**src/rtl/s1_cfg_loader_if.sv**
```systemverilog
// s1_cfg_loader_if: serial bitstream handshake plus committed configuration bus
interface s1_cfg_loader_if #(parameter int NCELLS = 8);
  logic start;
  logic bit_in;
  logic bit_valid;
  logic bit_ready;
  logic [4*NCELLS-1:0] cfg;
  logic cfg_valid;
  logic busy;
  logic err;
  modport master(output start, bit_in, bit_valid, input bit_ready, cfg, cfg_valid, busy, err);
  modport slave(input start, bit_in, bit_valid, output bit_ready, cfg, cfg_valid, busy, err);
endinterface

```
**src/rtl/s1_cfg_loader.sv**
```systemverilog
// s1_cfg_loader: framed serial loader committing checksum-verified payload into a cell config register
module s1_cfg_loader #(
  parameter int NCELLS = 8,
  parameter logic [7:0] HDR = 8'hA5
) (
  input logic clk,
  input logic clr,
  s1_cfg_loader_if.slave bus
);
  localparam int N = 4 * NCELLS;
  localparam int CW = $clog2(N + 1);
  typedef enum logic [2:0] {S_IDLE, S_HDR, S_LOAD, S_CHK, S_ERR} state_t;
  state_t state;
  logic [CW-1:0] cnt;
  logic [7:0] hdr_sh;
  logic [N-1:0] stage;
  logic [3:0] xacc;
  logic [3:0] chk;
  logic acc;
  assign bus.busy = state == S_HDR || state == S_LOAD || state == S_CHK;
  assign bus.bit_ready = bus.busy;
  assign bus.err = state == S_ERR;
  assign acc = bus.bit_valid && bus.bit_ready;
  always_ff @(posedge clk) begin
    if (clr) begin
      state <= S_IDLE;
      cnt <= '0;
      hdr_sh <= '0;
      stage <= '0;
      xacc <= '0;
      chk <= '0;
      bus.cfg <= '0;
      bus.cfg_valid <= 1'b0;
    end else begin
      bus.cfg_valid <= 1'b0;
      case (state)
        S_IDLE, S_ERR: if (bus.start) begin
          state <= S_HDR;
          cnt <= '0;
        end
        S_HDR: if (acc) begin
          hdr_sh <= {hdr_sh[6:0], bus.bit_in};
          cnt <= cnt + 1'b1;
          if (cnt == CW'(7)) begin
            state <= {hdr_sh[6:0], bus.bit_in} == HDR ? S_LOAD : S_ERR;
            cnt <= '0;
            xacc <= '0;
          end
        end
        S_LOAD: if (acc) begin
          stage <= {stage[N-2:0], bus.bit_in};
          cnt <= cnt + 1'b1;
          if (cnt[1:0] == 2'd3) xacc <= xacc ^ {stage[2:0], bus.bit_in};
          if (cnt == CW'(N - 1)) begin
            state <= S_CHK;
            cnt <= '0;
          end
        end
        S_CHK: if (acc) begin
          chk <= {chk[2:0], bus.bit_in};
          cnt <= cnt + 1'b1;
          if (cnt == CW'(3)) begin
            cnt <= '0;
            if ({chk[2:0], bus.bit_in} == xacc) begin
              bus.cfg <= stage;
              bus.cfg_valid <= 1'b1;
              state <= S_IDLE;
            end else state <= S_ERR;
          end
        end
        default: state <= S_IDLE;
      endcase
    end
  end
endmodule

```
**src/flat_wrapper.sv**
```systemverilog
// flat-port wrapper written by rule: the top's interface ports become plain ports
module s1_cfg_loader_flat 
#(
  parameter int NCELLS = 8,
  parameter logic [7:0] HDR = 8'hA5
)
  (clk, clr, bus_start, bus_bit_in, bus_bit_valid, bus_bit_ready, bus_cfg, bus_cfg_valid, bus_busy, bus_err);
  s1_cfg_loader_if #(.NCELLS(NCELLS)) bus_i ();
  input logic clk;
  input logic clr;
  input wire logic [$bits(bus_i.start)-1:0] bus_start;
  input wire logic [$bits(bus_i.bit_in)-1:0] bus_bit_in;
  input wire logic [$bits(bus_i.bit_valid)-1:0] bus_bit_valid;
  output wire logic [$bits(bus_i.bit_ready)-1:0] bus_bit_ready;
  output wire logic [$bits(bus_i.cfg)-1:0] bus_cfg;
  output wire logic [$bits(bus_i.cfg_valid)-1:0] bus_cfg_valid;
  output wire logic [$bits(bus_i.busy)-1:0] bus_busy;
  output wire logic [$bits(bus_i.err)-1:0] bus_err;
  assign bus_i.start = bus_start;
  assign bus_i.bit_in = bus_bit_in;
  assign bus_i.bit_valid = bus_bit_valid;
  assign bus_bit_ready = bus_i.bit_ready;
  assign bus_cfg = bus_i.cfg;
  assign bus_cfg_valid = bus_i.cfg_valid;
  assign bus_busy = bus_i.busy;
  assign bus_err = bus_i.err;
  s1_cfg_loader #(.NCELLS(NCELLS), .HDR(HDR)) u_core (.clk(clk), .clr(clr), .bus(bus_i));
endmodule
```
**config.mk**
```make
export PLATFORM = sky130hd
export DESIGN_NAME = s1_cfg_loader_flat
export DESIGN_NICKNAME = d
export VERILOG_FILES = /design/src/rtl/s1_cfg_loader_if.sv /design/src/rtl/s1_cfg_loader.sv /design/src/flat_wrapper.sv
export SDC_FILE = /design/constraint.sdc
export NUM_CORES = 1
export LEC_CHECK = 0
export ABC_AREA = 1
export BUFFER_PORTS_ARGS = -buffer_cell sky130_fd_sc_hd__buf_2
export CAP_MARGIN = 20
export CORE_UTILIZATION = 55
export DETAILED_ROUTE_END_ITERATION = 8
export PLACE_DENSITY = 0.76
export SYNTH_ARGS = -nofsm -noshare
export SYNTH_HDL_FRONTEND = slang
export SYNTH_SLANG_ARGS = --single-unit
```
**constraint.sdc**
```tcl
create_clock -name clk -period 2.8 [get_ports clk]
set_clock_uncertainty 0.15 [all_clocks]
set_input_delay 0.56 -clock clk [delete_from_list [all_inputs] [get_ports clk]]
set_output_delay 0.56 -clock clk [all_outputs]
set_load 0.05 [all_outputs]
```
---- Word level (Yosys, flattened, before mapping) ----
Cells that the tools add are included.
Widths: inputs -> output; s select.
storage, ports and cells
  output and inout port bits .............. 36
  register bits after elaboration ......... 88
  bits in read-only memories .............. 0
  latch bits .............................. 0
  memories ................................ 0
  bits in writable memories ............... 0
cells by class
  $add $sub $neg .......................... 1
  bitwise logic cells ..................... 4
  multipliers ............................. 0
  order comparisons ....................... 0
  muxes and demuxes ....................... 24
  shift-type cells ........................ 0
  eq/ne operators ......................... 18
  reduce and logical (&&, ||, !) cells .... 15
  divide/modulo/power cells ............... 0
operators with widths
  cell                 count
  $mux 6               7
  $mux 3               9
  $pmux 6 s4           1
  $mux 4               4
  $pmux 3 s4           1
  $ne 2x2->1 const B   5
  $reduce_and 5->1     2
  $eq 8x8->1 const B   1
  $pmux 4 s2           1
  $reduce_and 7->1     1
  $add 6x1->6 const B  1
  $eq 3x2->1 const B   2
  $eq 6x2->1 const B   1
  $eq 6x3->1 const B   1
  $eq 6x5->1 const B   1
  $ne 2x1->1 const B   3
  $reduce_and 2->1     3
  $eq 4x4->1           1
  $reduce_and 4->1     1
  $reduce_bool 4->1    1
  $reduce_or 4->1      1
  $xor 4x4->4          1
  $eq 3x1->1 const B   1
  $eq 3x3->1 const B   1
  8 further kinds      11

---- Longest topological paths before layout ----
Gate-level depths: netlist (run 1).
  word-level depth ........................ 6
  mapped depth ............................ 11
  depth with buffers taken out ............ 10

---- Least setup slack after synthesis (run 1) ----
Ideal clock, no wire load.
  kind .................................... register to output
  start ................................... register u_core.state[1]
  end ..................................... output port bus_busy
  path buffers ............................ 1
  arrival time ............................ 1592 ps
  slack ................................... 498 ps
  stages on the path, launching flop included .. 4
  cells stage by stage .................... dfxtp_1 -> nor2_1 -> nor2_1 -> buf_4
between the ends
  cells in the longest elaborated chain, start to end .. 3
ends and longest elaborated chain
  item                                             line                 RTL
  start: declaration                               s1_cfg_loader.sv:13  state_t state;
  start signal: assignment                         s1_cfg_loader.sv:45  state <= {hdr_sh[6:0], bus.bit_in} == HDR ? S_LOAD : S_ERR;
  $eq 3x1->1 / $eq 3x2->1 (equally long branches)  s1_cfg_loader.sv:20  assign bus.busy = state == S_HDR || state == S_LOAD || state == S_CHK;
  $logic_or 1x1->1                                 s1_cfg_loader.sv:20
  $logic_or 1x1->1 (*)                             s1_cfg_loader.sv:20
  end: declaration                                 flat_wrapper.sv:17   output wire logic [$bits(bus_i.busy)-1:0] bus_busy;
Mark *: on every way between the ends. The rest lies on a longest branch, timed or not.

---- Worst setup path in the final report (run 1) ----
  start ................................... register u_core.state[1]
  end ..................................... output port bus_bit_ready
between the ends
  cells in the longest elaborated chain, start to end .. 3
ends and longest elaborated chain
  item                                             line                 RTL
  $eq 3x1->1 / $eq 3x2->1 (equally long branches)  s1_cfg_loader.sv:20
  $logic_or 1x1->1                                 s1_cfg_loader.sv:20
  $logic_or 1x1->1 (*)                             s1_cfg_loader.sv:20
  end: declaration                                 flat_wrapper.sv:14   output wire logic [$bits(bus_i.bit_ready)-1:0] bus_bit_ready;
Marked as above.

==> impl_metrics.prom, run 1 <==
# TYPE chip_impl_metric gauge
chip_impl_info{name="outcome",value="complete, but fails checks"} 1
chip_impl_info{name="failed_checks",value="design-rule violations"} 1
chip_impl_metric{name="r2r_cells",unit=""} 9
chip_impl_info{name="yosys.area.top_type",value="dfxtp_1"} 1
chip_impl_metric{name="synth-warning-count",unit=""} 0
chip_impl_info{name="tritoncts",value="built"} 1
chip_impl_metric{name="final_design_area_no_fill",unit="µm²"} 4129
chip_impl_metric{name="post-place-ws",unit="ps"} 796.9
chip_impl_metric{name="postCtsHoldBufs",unit=""} 0
chip_impl_metric{name="final_cells",unit=""} 618
chip_impl_metric{name="grt_first_pass_wirelength",unit="mm"} 11.79
chip_impl_metric{name="row_count",unit=""} 29
chip_impl_info{name="clock-root-buffer",value="clkbuf_8"} 1
chip_impl_metric{name="final_count_of_negative_setup_slack_endpoints",unit=""} 0
chip_impl_metric{name="drcViolationCount",unit=""} 4
chip_impl_metric{name="io_pins",unit=""} 41
chip_impl_metric{name="dp.cells",unit=""} 603
chip_impl_metric{name="die_x",unit="µm"} 84.35
chip_impl_metric{name="die_area",unit="µm²"} 7115
chip_impl_info{name="min-delay-path-class",value="reg -> reg"} 1
chip_impl_metric{name="cts-htree-levels",unit=""} 3
chip_impl_metric{name="finalCritPeriodShare",unit="%"} 78.17
chip_impl_metric{name="fmaxAchievable",unit="MHz"} 456.9
chip_impl_metric{name="grt_max_degree",unit=""} 45
chip_impl_metric{name="timing.final.crit_period",unit="ps"} 2189
chip_impl_metric{name="synth_cell_types",unit=""} 27
chip_impl_metric{name="floorplan.initialDensity",unit="%"} 57.75
chip_impl_metric{name="powerDensity",unit="nW/µm²"} 774.0
chip_impl_metric{name="synth.yosys.seq_area_share",unit="%"} 47.23
chip_impl_metric{name="clkSinkCount",unit=""} 88
chip_impl_metric{name="hold_viol",unit=""} 0
chip_impl_metric{name="met3_length",unit="µm"} 312
chip_impl_metric{name="layout.filler_cells",unit=""} 600
chip_impl_info{name="unrepaired_setup_endpoints_after_global_routing",value="false"} 1
chip_impl_metric{name="timing_max_transition_violations_final",unit=""} 0
chip_impl_metric{name="synthToLayoutAreaGrowth",unit="%"} 10.70
chip_impl_metric{name="antenna_found_initial",unit=""} 0
chip_impl_metric{name="critPathRequiredTime",unit="ps"} 2090
chip_impl_metric{name="worst_setup_hold_path_clk_slew",unit="ps"} 80
chip_impl_metric{name="hold_depth",unit=""} 2
chip_impl_metric{name="port_buffers",unit=""} 40
chip_impl_metric{name="fin_tns_setup",unit="ps"} 0
chip_impl_metric{name="synthDominantCellAreaShare",unit="%"} 47.23
chip_impl_metric{name="gp_congestion",unit=""} 0.7989
chip_impl_info{name="worst_setup_path_class",value="reg -> out"} 1
chip_impl_metric{name="m1WireLength",unit="mm"} 3.321
chip_impl_metric{name="routed_wire_length_per_instance",unit="µm"} 11.22
chip_impl_info{name="synth.area.top_cells",value="dfxtp_1 47%, nand2_1 11%, inv_1 7.8%"} 1
chip_impl_info{name="start_kind",value="flip-flop"} 1
chip_impl_metric{name="drtAntennaViolNets",unit=""} 0
chip_impl_metric{name="number_of_standard_cells_after_synthesis",unit=""} 504
chip_impl_metric{name="routed-via-count",unit=""} 3057
chip_impl_metric{name="drt-pass1-iter-count",unit=""} 7
chip_impl_metric{name="multi_input_combinational_cell_area",unit="µm²"} 1521
chip_impl_metric{name="post_cts_buffers",unit=""} 0
chip_impl_metric{name="post-route-worst-setup-slack",unit="ps"} 611.3
chip_impl_metric{name="post_cts_resize_count",unit=""} 0
chip_impl_metric{name="postSynthRegisterBits",unit=""} 88
chip_impl_metric{name="critPathMaxFanout",unit=""} 7
chip_impl_metric{name="layout-drive-gt1-share",unit="%"} 17.38
chip_impl_metric{name="mappedNetlistArea",unit="µm²"} 3730
chip_impl_metric{name="grt.total_usage",unit="%"} 20.56
chip_impl_info{name="worstSetupEndpointType",value="primary output"} 1
chip_impl_metric{name="max-slew-margin-rel",unit="%"} 74.21
chip_impl_metric{name="dr_wl_met2",unit="mm"} 3.234
chip_impl_metric{name="drv_cap",unit=""} 0
chip_impl_metric{name="finish.net_count",unit=""} 543
chip_impl_metric{name="power.leakage",unit="nW"} 1.886
chip_impl_metric{name="clock_tree.buffer_depth",unit=""} 2
chip_impl_metric{name="register_area",unit="µm²"} 1762
chip_impl_metric{name="clk_latency",unit="ps"} 340
chip_impl_metric{name="dp_hpwl",unit="mm"} 4.663
chip_impl_metric{name="first_global_vias",unit=""} 2686
chip_impl_metric{name="final_core_utilization",unit="%"} 63.93
chip_impl_metric{name="globalRouteOverflowTotal",unit=""} 0
chip_impl_metric{name="antenna_cells",unit=""} 0
chip_impl_metric{name="core_area",unit="µm²"} 6459
chip_impl_metric{name="cts_buffers",unit=""} 9
chip_impl_metric{name="irDropWorstVdd",unit="µV"} 326.2
chip_impl_metric{name="route.final.wire_length",unit="mm"} 6.937
chip_impl_info{name="topRoutingLayerUsed",value="met4"} 1
chip_impl_metric{name="worstMarginPinSlew",unit="ps"} 386.8
chip_impl_metric{name="detail_routed_via_count_per_cell",unit=""} 4.947
chip_impl_metric{name="fp.dieH",unit="µm"} 84.35
chip_impl_metric{name="mean_cell_area_of_the_mapped_netlist",unit="µm²"} 7.400
chip_impl_metric{name="worst-endpoint-arrival",unit="ps"} 1480
chip_impl_metric{name="placement.cell_area",unit="µm²"} 3934
chip_impl_metric{name="first_iter_violations",unit=""} 170
chip_impl_metric{name="syn_nets",unit=""} 510
==> cell type report <==
class,count,area share [%]
inverter,81,7.364
sequential,88,42.67
clock buffer,11,3.424
timing repair buffer,45,6.061
multi-input combinational,312,36.85
clock inverter,4,1.303
tap,77,2.333
==> synth_stat cells <==
| master | count |
|---|---|
| buf_6 | 4 |
| nand2_2 | 3 |
| xor2_1 | 5 |
| ha_1 | 1 |
| xnor2_1 | 4 |
| dfxtp_1 | 88 |
| nor2_1 | 46 |
| o21bai_1 | 1 |
| inv_2 | 3 |
| a21oi_1 | 53 |
| nor2_4 | 2 |
| a21oi_2 | 21 |
| o21ai_0 | 40 |
| nand3_1 | 16 |
| nor3_1 | 1 |
| o22ai_1 | 1 |
| nand2_4 | 1 |
| clkbuf_1 | 10 |
| buf_2 | 3 |
| nand2_1 | 111 |
| and3_1 | 1 |
| inv_1 | 78 |
| nor2_2 | 2 |
| o21ai_1 | 1 |
| buf_4 | 6 |
| nand3_2 | 1 |
| or2_2 | 1 |
==> metrics by stage <==
| step | hold WS, ps | power (mW) |
|---|---|---|
| after detailed placement | 311.8 | 2.351 |
| final | 322.4 | 3.196 |
| after global routing | 341.0 | 3.397 |
| after floorplan | 290.6 | 2.200 |
| after CTS | 323.9 | 3.219 |
| after global placement | 310.7 | 2.326 |
==> cells by family (layout without fill, tap and decap cells) <==
kind of cell	after synthesis	in the layout	synth area share (%)
flops	88	88	47.23
fa+ha+maj	1	1	0.3354
simple gates	185	185	20.43
buf+inv	104	141	11.98
compound gates	117	117	17.91
xor+xnor	9	9	2.113
==> registers in the layout, indices dropped and copies added, names as in the netlist <==
signal	count
u_core.bus.cfg	32
u_core.bus.cfg_valid	1
u_core.chk	3
u_core.cnt	6
u_core.hdr_sh	7
u_core.stage	32
u_core.state	3
u_core.xacc	4
==> worst max-delay path, stage by stage, from the launching register on <==
cell and delay, ps:
dfxtp_1 470, nor2_1 120, nor2_1 240, buf_2 320
==> where the power goes <==
part	internal [mW]	switching (mW)
combinational	0.244	0.600
clock	0.436	0.430
sequential	1.39	0.0993
==> layout by cell type (no fill, tap or decap), drive strengths merged, types with 2 or more instances in the layout <==
cell type and count:
a21oi 74, nand3 17, buf 45, xnor2 4
nand2 115, clkbuf 11, clkinvlp 2, o21ai 41
xor2 5, dfxtp 88, nor2 50, inv 82
==> per-layer routing <==
| layer | up-vias | global-route usage [%] |
|---|---|---|
| met5 | - | 0 |
| met4 | 0 | 6.780 |
| met3 | 10 | 5.900 |
| met2 | 60 | 33.46 |
| met1 | 1368 | 26.46 |
| li1 | 1619 | - |
==> worst paths after layout <==
path	from	end	slack [ps]
max	u_core.state[1]	bus_bit_ready	610
min reg2reg	u_core.stage[5]	u_core.bus.cfg[5]	320
min	u_core.stage[5]	u_core.bus.cfg[5]	320
max reg2reg	u_core.state[1]	u_core.xacc[3]	780
Power figures use the tool's default switching activity.
==> run 2, diff against run 1 <==
clock period = 2.2 ns   (was 2.8 ns; I/O delays follow)
==> run 2 against run 1 <==
- the run still ends with design-rule violations left
- critical path depth stayed put
- register-to-register slack got worse by 480 ps
- first-iteration DRC count decreased by 19%
- final cell count grew 0.16%
- design area rose by 0.85%
- sequential cell count is the same
- core utilization grew 0.54 points
- combinational power increased by 28%
- largest cell class unchanged
- highest routed layer unchanged
==> impl_metrics.prom, run 2 (synthesized netlist as in run 1, its figures left out) <==
# TYPE chip_impl_metric gauge
chip_impl_info{name="tritoncts",value="built"} 1
chip_impl_metric{name="final_design_area_no_fill",unit="µm²"} 4164
chip_impl_metric{name="io_pins",unit=""} 41
chip_impl_metric{name="layout-drive-gt1-share",unit="%"} 17.53
chip_impl_info{name="launch_point_of_the_worst_reg_to_reg_path",value="u_core.cnt[0]"} 1
chip_impl_metric{name="port_buffers",unit=""} 40
chip_impl_metric{name="die_area",unit="µm²"} 7115
chip_impl_metric{name="antenna_cells",unit=""} 0
chip_impl_info{name="worst_setup_path_class",value="reg -> out"} 1
chip_impl_metric{name="die_x",unit="µm"} 84.35
chip_impl_info{name="layout.cells.most_common",value="nand2_1"} 1
chip_impl_metric{name="first_global_vias",unit=""} 2654
chip_impl_info{name="timing.critical_path.from",value="u_core.state[1]"} 1
chip_impl_metric{name="synthToLayoutAreaGrowth",unit="%"} 11.64
chip_impl_metric{name="drcViolationCount",unit=""} 2
chip_impl_metric{name="worstMarginPinSlew",unit="ps"} 495.8
chip_impl_metric{name="hold_depth",unit=""} 2
chip_impl_metric{name="floorplan.initialDensity",unit="%"} 57.75
chip_impl_metric{name="clk_latency",unit="ps"} 350
chip_impl_metric{name="placement.cell_area",unit="µm²"} 3959
chip_impl_metric{name="final_count_of_negative_setup_slack_endpoints",unit=""} 0
chip_impl_metric{name="grt.total_usage",unit="%"} 20.29
chip_impl_metric{name="antenna_found_initial",unit=""} 0
chip_impl_metric{name="ff2ff_setup_slack",unit="ps"} 300
chip_impl_metric{name="grt_max_degree",unit=""} 60
chip_impl_metric{name="post_cts_resize_count",unit=""} 0
chip_impl_info{name="setup.worst_path.end",value="bus_busy"} 1
chip_impl_info{name="failed_checks",value="design-rule violations"} 1
chip_impl_info{name="min-delay-path-class",value="in -> reg"} 1
chip_impl_info{name="layout_top_registers",value="u_core.bus.cfg: 32 flops, u_core.stage: 32 flops, u_core.hdr_sh: 7 flops"} 1
chip_impl_metric{name="timing_max_transition_violations_final",unit=""} 0
chip_impl_metric{name="powerDensity",unit="nW/µm²"} 985.8
chip_impl_info{name="outcome",value="complete, but fails checks"} 1
chip_impl_metric{name="pwr-share-seq",unit="%"} 46.1
chip_impl_metric{name="globalRouteOverflowTotal",unit=""} 0
chip_impl_metric{name="critPathMaxFanout",unit=""} 7
chip_impl_metric{name="fin_tns_setup",unit="ps"} 0
chip_impl_metric{name="routed_wire_length_per_instance",unit="µm"} 11.10
chip_impl_metric{name="worst_setup_hold_path_clk_slew",unit="ps"} 90
chip_impl_info{name="timing.critical_path.cells",value="nor2_1 -> nor2_1 -> buf_2"} 1
chip_impl_metric{name="cellInternalPower",unit="mW"} 2.645
chip_impl_info{name="unrepaired_setup_endpoints_after_global_routing",value="true"} 1
chip_impl_metric{name="power.leakage",unit="nW"} 1.906
chip_impl_metric{name="post-place-ws",unit="ps"} 309.2
chip_impl_metric{name="drv_cap",unit=""} 0
chip_impl_info{name="clock-root-buffer",value="clkbuf_8"} 1
chip_impl_info{name="cpMostUsedCell",value="nor2_1"} 1
chip_impl_metric{name="critPathRequiredTime",unit="ps"} 1610
chip_impl_metric{name="clock_tree.buffer_depth",unit=""} 2
chip_impl_metric{name="gp_congestion",unit=""} 0.8070
chip_impl_metric{name="slowest_cell_delay_on_critical_path",unit="ps"} 490
chip_impl_metric{name="fp.dieH",unit="µm"} 84.35
chip_impl_info{name="worstSetupEndpointType",value="primary output"} 1
chip_impl_metric{name="timing.final.crit_period",unit="ps"} 2118
chip_impl_info{name="crit_path_top_delay_cell",value="dfxtp_1"} 1
chip_impl_metric{name="power_switching",unit="mW"} 1.459
chip_impl_metric{name="drt-pass1-iter-count",unit=""} 6
chip_impl_metric{name="power.share.combinational",unit="%"} 26.3
chip_impl_metric{name="post-route-worst-setup-slack",unit="ps"} 82.37
chip_impl_metric{name="fmaxAchievable",unit="MHz"} 472.2
chip_impl_metric{name="drtAntennaViolNets",unit=""} 0
chip_impl_metric{name="first_iter_violations",unit=""} 137
chip_impl_info{name="start_kind",value="flip-flop"} 1
chip_impl_metric{name="detail_routed_via_count_per_cell",unit=""} 4.885
chip_impl_metric{name="row_count",unit=""} 29
chip_impl_metric{name="finalCritPeriodShare",unit="%"} 96.26
chip_impl_metric{name="irDropWorstVdd",unit="µV"} 563.8
chip_impl_metric{name="hold_viol",unit=""} 0
chip_impl_metric{name="finish.net_count",unit=""} 543
chip_impl_metric{name="clkSinkCount",unit=""} 88
chip_impl_metric{name="max-slew-margin-rel",unit="%"} 66.95
chip_impl_metric{name="cts_buffers",unit=""} 9
chip_impl_metric{name="cts-htree-levels",unit=""} 3
chip_impl_metric{name="sw_frac_of_total",unit="%"} 35.55
chip_impl_metric{name="route.final.wire_length",unit="mm"} 6.871
chip_impl_info{name="layout_common_cells",value="111 x nand2_1, 88 x dfxtp_1, 77 x inv_1"} 1
chip_impl_metric{name="p_clk_share",unit="%"} 27.6
chip_impl_metric{name="core_area",unit="µm²"} 6459
chip_impl_metric{name="grt_first_pass_wirelength",unit="mm"} 11.63
chip_impl_info{name="r2r-end",value="u_core.state[1]"} 1
chip_impl_metric{name="r2r_cells",unit=""} 10
chip_impl_metric{name="routed-via-count",unit=""} 3024
chip_impl_metric{name="worst-endpoint-arrival",unit="ps"} 1530
chip_impl_metric{name="dp_hpwl",unit="mm"} 4.560
## run 2: cell type report
class,count,area [µm²]
Fill cell,571,2295
Sequential cell,88,1762
Multi-Input combinational cell,312,1521
Inverter,81,304.0
Timing Repair Buffer,45,275.3
Clock buffer,11,141.4
Tap cell,77,96.34
Clock inverter,5,63.81
## run 2: per-layer routing
metal	GRT usage [%]	wire length [µm]	vias up
met5	0	0	-
met4	6.471	65	0
met3	5.506	325	6
met2	32.94	3112	52
met1	26.48	3367	1342
li1	-	-	1624
## run 2: metrics by stage
step | power, mW | cells | utilization (%) | hold slack (ps)
2_1_floorplan | 2.800 | 504 | - | 290.6
3_3_place_gp | 2.961 | 603 | 61.29 | 304.9
3_5_place_dp | 3.004 | 603 | 61.29 | 309.4
4_1_cts | 4.120 | 619 | 64.47 | 203.5
5_1_grt | 4.365 | 619 | 64.47 | 219.1
6_report | 4.105 | 619 | 64.47 | 220.2
## run 2: power by group through the flow
stage / clock network, mW / logic [mW] / registers, mW
6_report: 1.13 / 1.08 / 1.89
5_1_grt: 1.23 / 1.22 / 1.92
4_1_cts: 1.15 / 1.08 / 1.89
3_5_place_dp: 0 / 1.07 / 1.93
3_3_place_gp: 0 / 1.04 / 1.92
2_1_floorplan: 0 / 0.900 / 1.90
## run 2: worst min-delay path by stage
stage / startpoint / to / slack [ps]
after floorplan: u_core.hdr_sh[2] / u_core.hdr_sh[2] / 290
after global placement: u_core.stage[6] / u_core.bus.cfg[6] / 300
after detailed placement: u_core.stage[5] / u_core.bus.cfg[5] / 310
after CTS: clr / u_core.chk[0] / 200
after global routing: clr / u_core.bus.cfg_valid / 220
final: clr / u_core.chk[0] / 220
## run 2: what timing repair did
| item | in CTS | in global routing |
|---|---|---|
| setup buffers | 0 | 0 |
| hold buffers | 0 | 0 |
| endpoints found under the setup margin | 0 | 2 |
## run 2: critical path, delay by kind of cell, from the launching register on
family                 cells  cell delay, ps
flip-flops                 1             490
AND/OR/NAND/NOR            2             370
buffers and inverters      1             320
==> run 3, diff against run 2 <==
--- a/config.mk
+++ b/config.mk
@@ -6,5 +6,4 @@
 export NUM_CORES = 1
 export LEC_CHECK = 0
-export ABC_AREA = 1
 export BUFFER_PORTS_ARGS = -buffer_cell sky130_fd_sc_hd__buf_2
 export CAP_MARGIN = 20
==> constraint.sdc (replaced) <==
create_clock -name clk -period 2.2 [get_ports clk]
set_clock_uncertainty 0.15 [all_clocks]
set_input_delay 0 -clock clk [delete_from_list [all_inputs] [get_ports clk]]
set_output_delay 0 -clock clk [all_outputs]
set_load 0.05 [all_outputs]
==> run 3 against run 2 <==
- the run still ends with design-rule violations left
- sequential cell count unchanged
- power down 22%
- synthesized cell count down 11%
- register-to-register slack worse by 250 ps
- worst setup slack worse by 35 ps
- die area down 0.52%
==> impl_metrics.prom, run 3 <==
# TYPE chip_impl_metric gauge
chip_impl_metric{name="power.leakage",unit="nW"} 1.523
chip_impl_metric{name="synth-edff-count",unit=""} 0
chip_impl_info{name="launch_point_of_the_worst_reg_to_reg_path",value="u_core.cnt[0]"} 1
chip_impl_info{name="layout_top_registers",value="u_core.bus.cfg: 32 flops, u_core.stage: 32 flops, u_core.hdr_sh: 7 flops"} 1
chip_impl_metric{name="grt_first_pass_wirelength",unit="mm"} 14.13
chip_impl_metric{name="final_design_area_no_fill",unit="µm²"} 4283
chip_impl_metric{name="gp_congestion",unit=""} 0.8696
chip_impl_metric{name="globalRouteOverflowTotal",unit=""} 0
chip_impl_metric{name="drtAntennaViolNets",unit=""} 0
chip_impl_metric{name="ff2ff_setup_slack",unit="ps"} 50
chip_impl_metric{name="mean_cell_area_of_the_mapped_netlist",unit="µm²"} 8.226
chip_impl_metric{name="post_synth_mux_area_share",unit="%"} 2.968
chip_impl_metric{name="grt_max_degree",unit=""} 37
chip_impl_metric{name="synth-warning-count",unit=""} 0
chip_impl_metric{name="finish.net_count",unit=""} 495
chip_impl_metric{name="syn_nets",unit=""} 457
chip_impl_metric{name="finalCritPeriodShare",unit="%"} 97.84
chip_impl_info{name="synth_top_family_by_area",value="simple AND/OR/NAND/NOR gates"} 1
chip_impl_info{name="min-delay-path-class",value="in -> reg"} 1
chip_impl_metric{name="detail_routed_via_count_per_cell",unit=""} 5.851
chip_impl_info{name="most_frequent_cell_after_synthesis",value="dfxtp_1"} 1
chip_impl_metric{name="timing_max_transition_violations_final",unit=""} 0
chip_impl_info{name="layout_common_cells",value="86 x dfxtp_1, 73 x nand2_1, 70 x a21oi_1"} 1
chip_impl_metric{name="row_count",unit=""} 29
chip_impl_info{name="topRoutingLayerUsed",value="met4"} 1
chip_impl_info{name="start_kind",value="flip-flop"} 1
chip_impl_info{name="timing.hold.worst.start",value="clr"} 1
chip_impl_metric{name="layout.filler_cells",unit=""} 561
chip_impl_metric{name="drv_cap",unit=""} 0
chip_impl_metric{name="critPathRequiredTime",unit="ps"} 2350
chip_impl_metric{name="clkSinkCount",unit=""} 88
chip_impl_info{name="tritoncts",value="built"} 1
chip_impl_metric{name="drt-pass1-iter-count",unit=""} 7
chip_impl_metric{name="synth_adder_area_share",unit="%"} 0.3373
chip_impl_metric{name="compound_gate_portion_of_the_synthesized_area",unit="%"} 20.57
chip_impl_metric{name="die_x",unit="µm"} 84.13
chip_impl_info{name="worstSetupEndpointType",value="flip-flop"} 1
chip_impl_metric{name="fp.dieH",unit="µm"} 84.13
chip_impl_metric{name="placement.cell_area",unit="µm²"} 3975
chip_impl_metric{name="final_core_utilization",unit="%"} 66.69
chip_impl_metric{name="antenna_cells",unit=""} 0
chip_impl_metric{name="clk_latency",unit="ps"} 360
chip_impl_metric{name="worstPathBufferInverterCount",unit=""} 3
chip_impl_metric{name="postSynthRegisterBits",unit=""} 88
chip_impl_metric{name="total_power",unit="mW"} 3.191
chip_impl_info{name="synth.area.top_cells",value="dfxtp_1 47%, a21oi_1 9.6%, nand2_1 7.4%"} 1
chip_impl_metric{name="routed-via-count",unit=""} 3341
chip_impl_metric{name="hold_viol",unit=""} 0
chip_impl_metric{name="met3_length",unit="µm"} 382
chip_impl_metric{name="yosys.area_share.simple",unit="%"} 21.59
chip_impl_metric{name="fmaxAchievable",unit="MHz"} 464.6
chip_impl_metric{name="multi_input_combinational_cell_area",unit="µm²"} 1763
chip_impl_metric{name="core_area",unit="µm²"} 6422
chip_impl_info{name="cpLargestDelayFamily",value="simple AND/OR/NAND/NOR gates"} 1
chip_impl_metric{name="final_count_of_negative_setup_slack_endpoints",unit=""} 0
chip_impl_metric{name="floorplan.initialDensity",unit="%"} 57.76
chip_impl_metric{name="fin_tns_setup",unit="ps"} 0
chip_impl_metric{name="timing.final.crit_period",unit="ps"} 2153
chip_impl_info{name="r2r-end",value="u_core.bus.cfg[17]"} 1
chip_impl_info{name="worst_hold_path.endpoint",value="u_core.hdr_sh[1]"} 1
chip_impl_metric{name="worst_setup_hold_path_clk_slew",unit="ps"} 100
chip_impl_metric{name="first_global_vias",unit=""} 3150
chip_impl_metric{name="first_iter_violations",unit=""} 333
chip_impl_metric{name="critPathMaxFanout",unit=""} 16
chip_impl_metric{name="worst-endpoint-arrival",unit="ps"} 2300
chip_impl_metric{name="synthDominantCellAreaShare",unit="%"} 47.49
chip_impl_info{name="ys_top_cells_by_count",value="88 x dfxtp_1, 73 x nand2_1, 71 x a21oi_1"} 1
chip_impl_metric{name="dr_wl_met2",unit="mm"} 4.248
chip_impl_metric{name="grt.total_usage",unit="%"} 24.65
chip_impl_info{name="failed_checks",value="design-rule violations"} 1
chip_impl_metric{name="route.final.wire_length",unit="mm"} 8.820
chip_impl_metric{name="slowest_cell_delay_on_critical_path",unit="ps"} 470
chip_impl_metric{name="hold_depth",unit=""} 2
chip_impl_info{name="yosys.area.top_type",value="dfxtp_1"} 1
chip_impl_info{name="worst_setup_path_class",value="reg -> reg"} 1
chip_impl_metric{name="layout-drive-gt1-share",unit="%"} 18.83
chip_impl_metric{name="number_of_standard_cells_after_synthesis",unit=""} 451
chip_impl_metric{name="m1WireLength",unit="mm"} 4.055
chip_impl_metric{name="synth_cell_types",unit=""} 50
chip_impl_metric{name="register_area",unit="µm²"} 1764
chip_impl_metric{name="powerDensity",unit="nW/µm²"} 745.2
chip_impl_metric{name="die_area",unit="µm²"} 7078
chip_impl_metric{name="synthArstFlopShare",unit="%"} 0
chip_impl_info{name="dominantRegCellSynth",value="dfxtp_1"} 1
chip_impl_metric{name="routed_wire_length_per_instance",unit="µm"} 15.45
chip_impl_metric{name="clock_tree.buffer_depth",unit=""} 2
chip_impl_info{name="layout.cells.most_common",value="dfxtp_1"} 1
chip_impl_metric{name="share_of_the_synthesized_netlist_area_taken_by_xor_and_xnor_gates",unit="%"} 1.180
chip_impl_metric{name="synthToLayoutAreaGrowth",unit="%"} 15.45
chip_impl_metric{name="max-slew-margin-rel",unit="%"} 55.22
chip_impl_info{name="outcome",value="complete, but fails checks"} 1
chip_impl_metric{name="io_pins",unit=""} 41
chip_impl_metric{name="worstMarginPinSlew",unit="ps"} 671.7
chip_impl_metric{name="r2r_cells",unit=""} 8
chip_impl_metric{name="dp_hpwl",unit="mm"} 5.283
chip_impl_metric{name="drcViolationCount",unit=""} 6
chip_impl_metric{name="port_buffers",unit=""} 40
chip_impl_metric{name="cts_buffers",unit=""} 9
chip_impl_info{name="clock-root-buffer",value="clkbuf_8"} 1
chip_impl_metric{name="mappedNetlistArea",unit="µm²"} 3710
chip_impl_info{name="crit_path_top_delay_cell",value="or4b_4"} 1
chip_impl_metric{name="irDropWorstVdd",unit="µV"} 369.7
chip_impl_metric{name="synth.yosys.seq_area_share",unit="%"} 47.49
chip_impl_metric{name="antenna_found_initial",unit=""} 0
chip_impl_metric{name="cts-htree-levels",unit=""} 3
chip_impl_info{name="timing.critical_path.cells",value="ha_4 -> or4b_4 -> buf_4 -> nor3_4 -> buf_12 -> clkbuf_16 -> nand3_1 -> a21oi_1"} 1
[run 3: cell count changes after synthesis, sizes merged, moves of 7 or more]
cell / previous run / this run
nand2: 115 / 73
inv: 81 / 9
nor2: 50 / 22
nor2b: 0 / 7
clkbuf: 10 / 26
nand3: 17 / 35
mux2i: 0 / 11
[run 3: report_power, final]
group | leakage [nW] | internal, mW | total [mW] | switching, mW
sequential | 0.710 | 1.62 | 1.67 | 0.0531
clock | 0.0861 | 0.450 | 1.05 | 0.597
combinational | 0.727 | 0.150 | 0.476 | 0.326
total | 1.52 | 2.22 | 3.19 | 0.976
[run 3: how the worst max path moves through the flow]
stage | start | endpoint | slack, ps | cells past startpoint
2_1_floorplan | u_core.cnt[0] | u_core.bus.cfg[11] | 100 | 6
3_3_place_gp | u_core.cnt[0] | u_core.bus.cfg[0] | 80 | 5
3_5_place_dp | u_core.cnt[0] | u_core.bus.cfg[0] | 30 | 5
4_1_cts | u_core.cnt[0] | u_core.bus.cfg[0] | 20 | 5
5_1_grt | u_core.cnt[0] | u_core.bus.cfg[8] | -30 | 8
6_report | u_core.cnt[0] | u_core.bus.cfg[17] | 50 | 8
[run 3: metrics by stage]
step | setup WS, ps | hold slack, ps | std cells
2_1_floorplan | 100.6 | -14.02 | 451
3_3_place_gp | 83.01 | 168.4 | 548
3_5_place_dp | 27.98 | 179.1 | 548
4_1_cts | 23.58 | 7.048 | 565
5_1_grt | -26.27 | 19.52 | 571
6_report | 47.47 | 12.72 | 571
[run 3: kinds of logic after synthesis]
logic type / Yosys count
AOI/OAI and AO/OA: 135
buffers and inverters: 47
muxes: 11
DFF: 88
xor gates and xnor gates: 5
and+or+nand+nor: 164
adders and majority gates: 1
[run 3: repair_timing]
item | 4_1_cts | 5_1_grt
resized for setup | 0 | 6
hold buffers | 1 | 0
endpoints found under the hold margin | 4 | 0
buffers inserted | 0 | 3
endpoints found under the setup margin | 0 | 33
[run 3: cell type report]
| class | instances | share of cell area (%) |
|---|---|---|
| repair buffers | 64 | 10.34 |
| clock inverters | 5 | 0.9641 |
| flip-flops and latches | 88 | 41.19 |
| well taps | 77 | 2.249 |
| multi-input cells | 317 | 41.16 |
| clock buffers | 11 | 3.301 |
| inverters | 9 | 0.7888 |
[run 3: metal layers]
metal  up-vias  track usage [%]
met5         -                0
met4         0            9.248
met3         9            4.130
met2        91            41.51
met1      1584            31.93
li1       1657                -
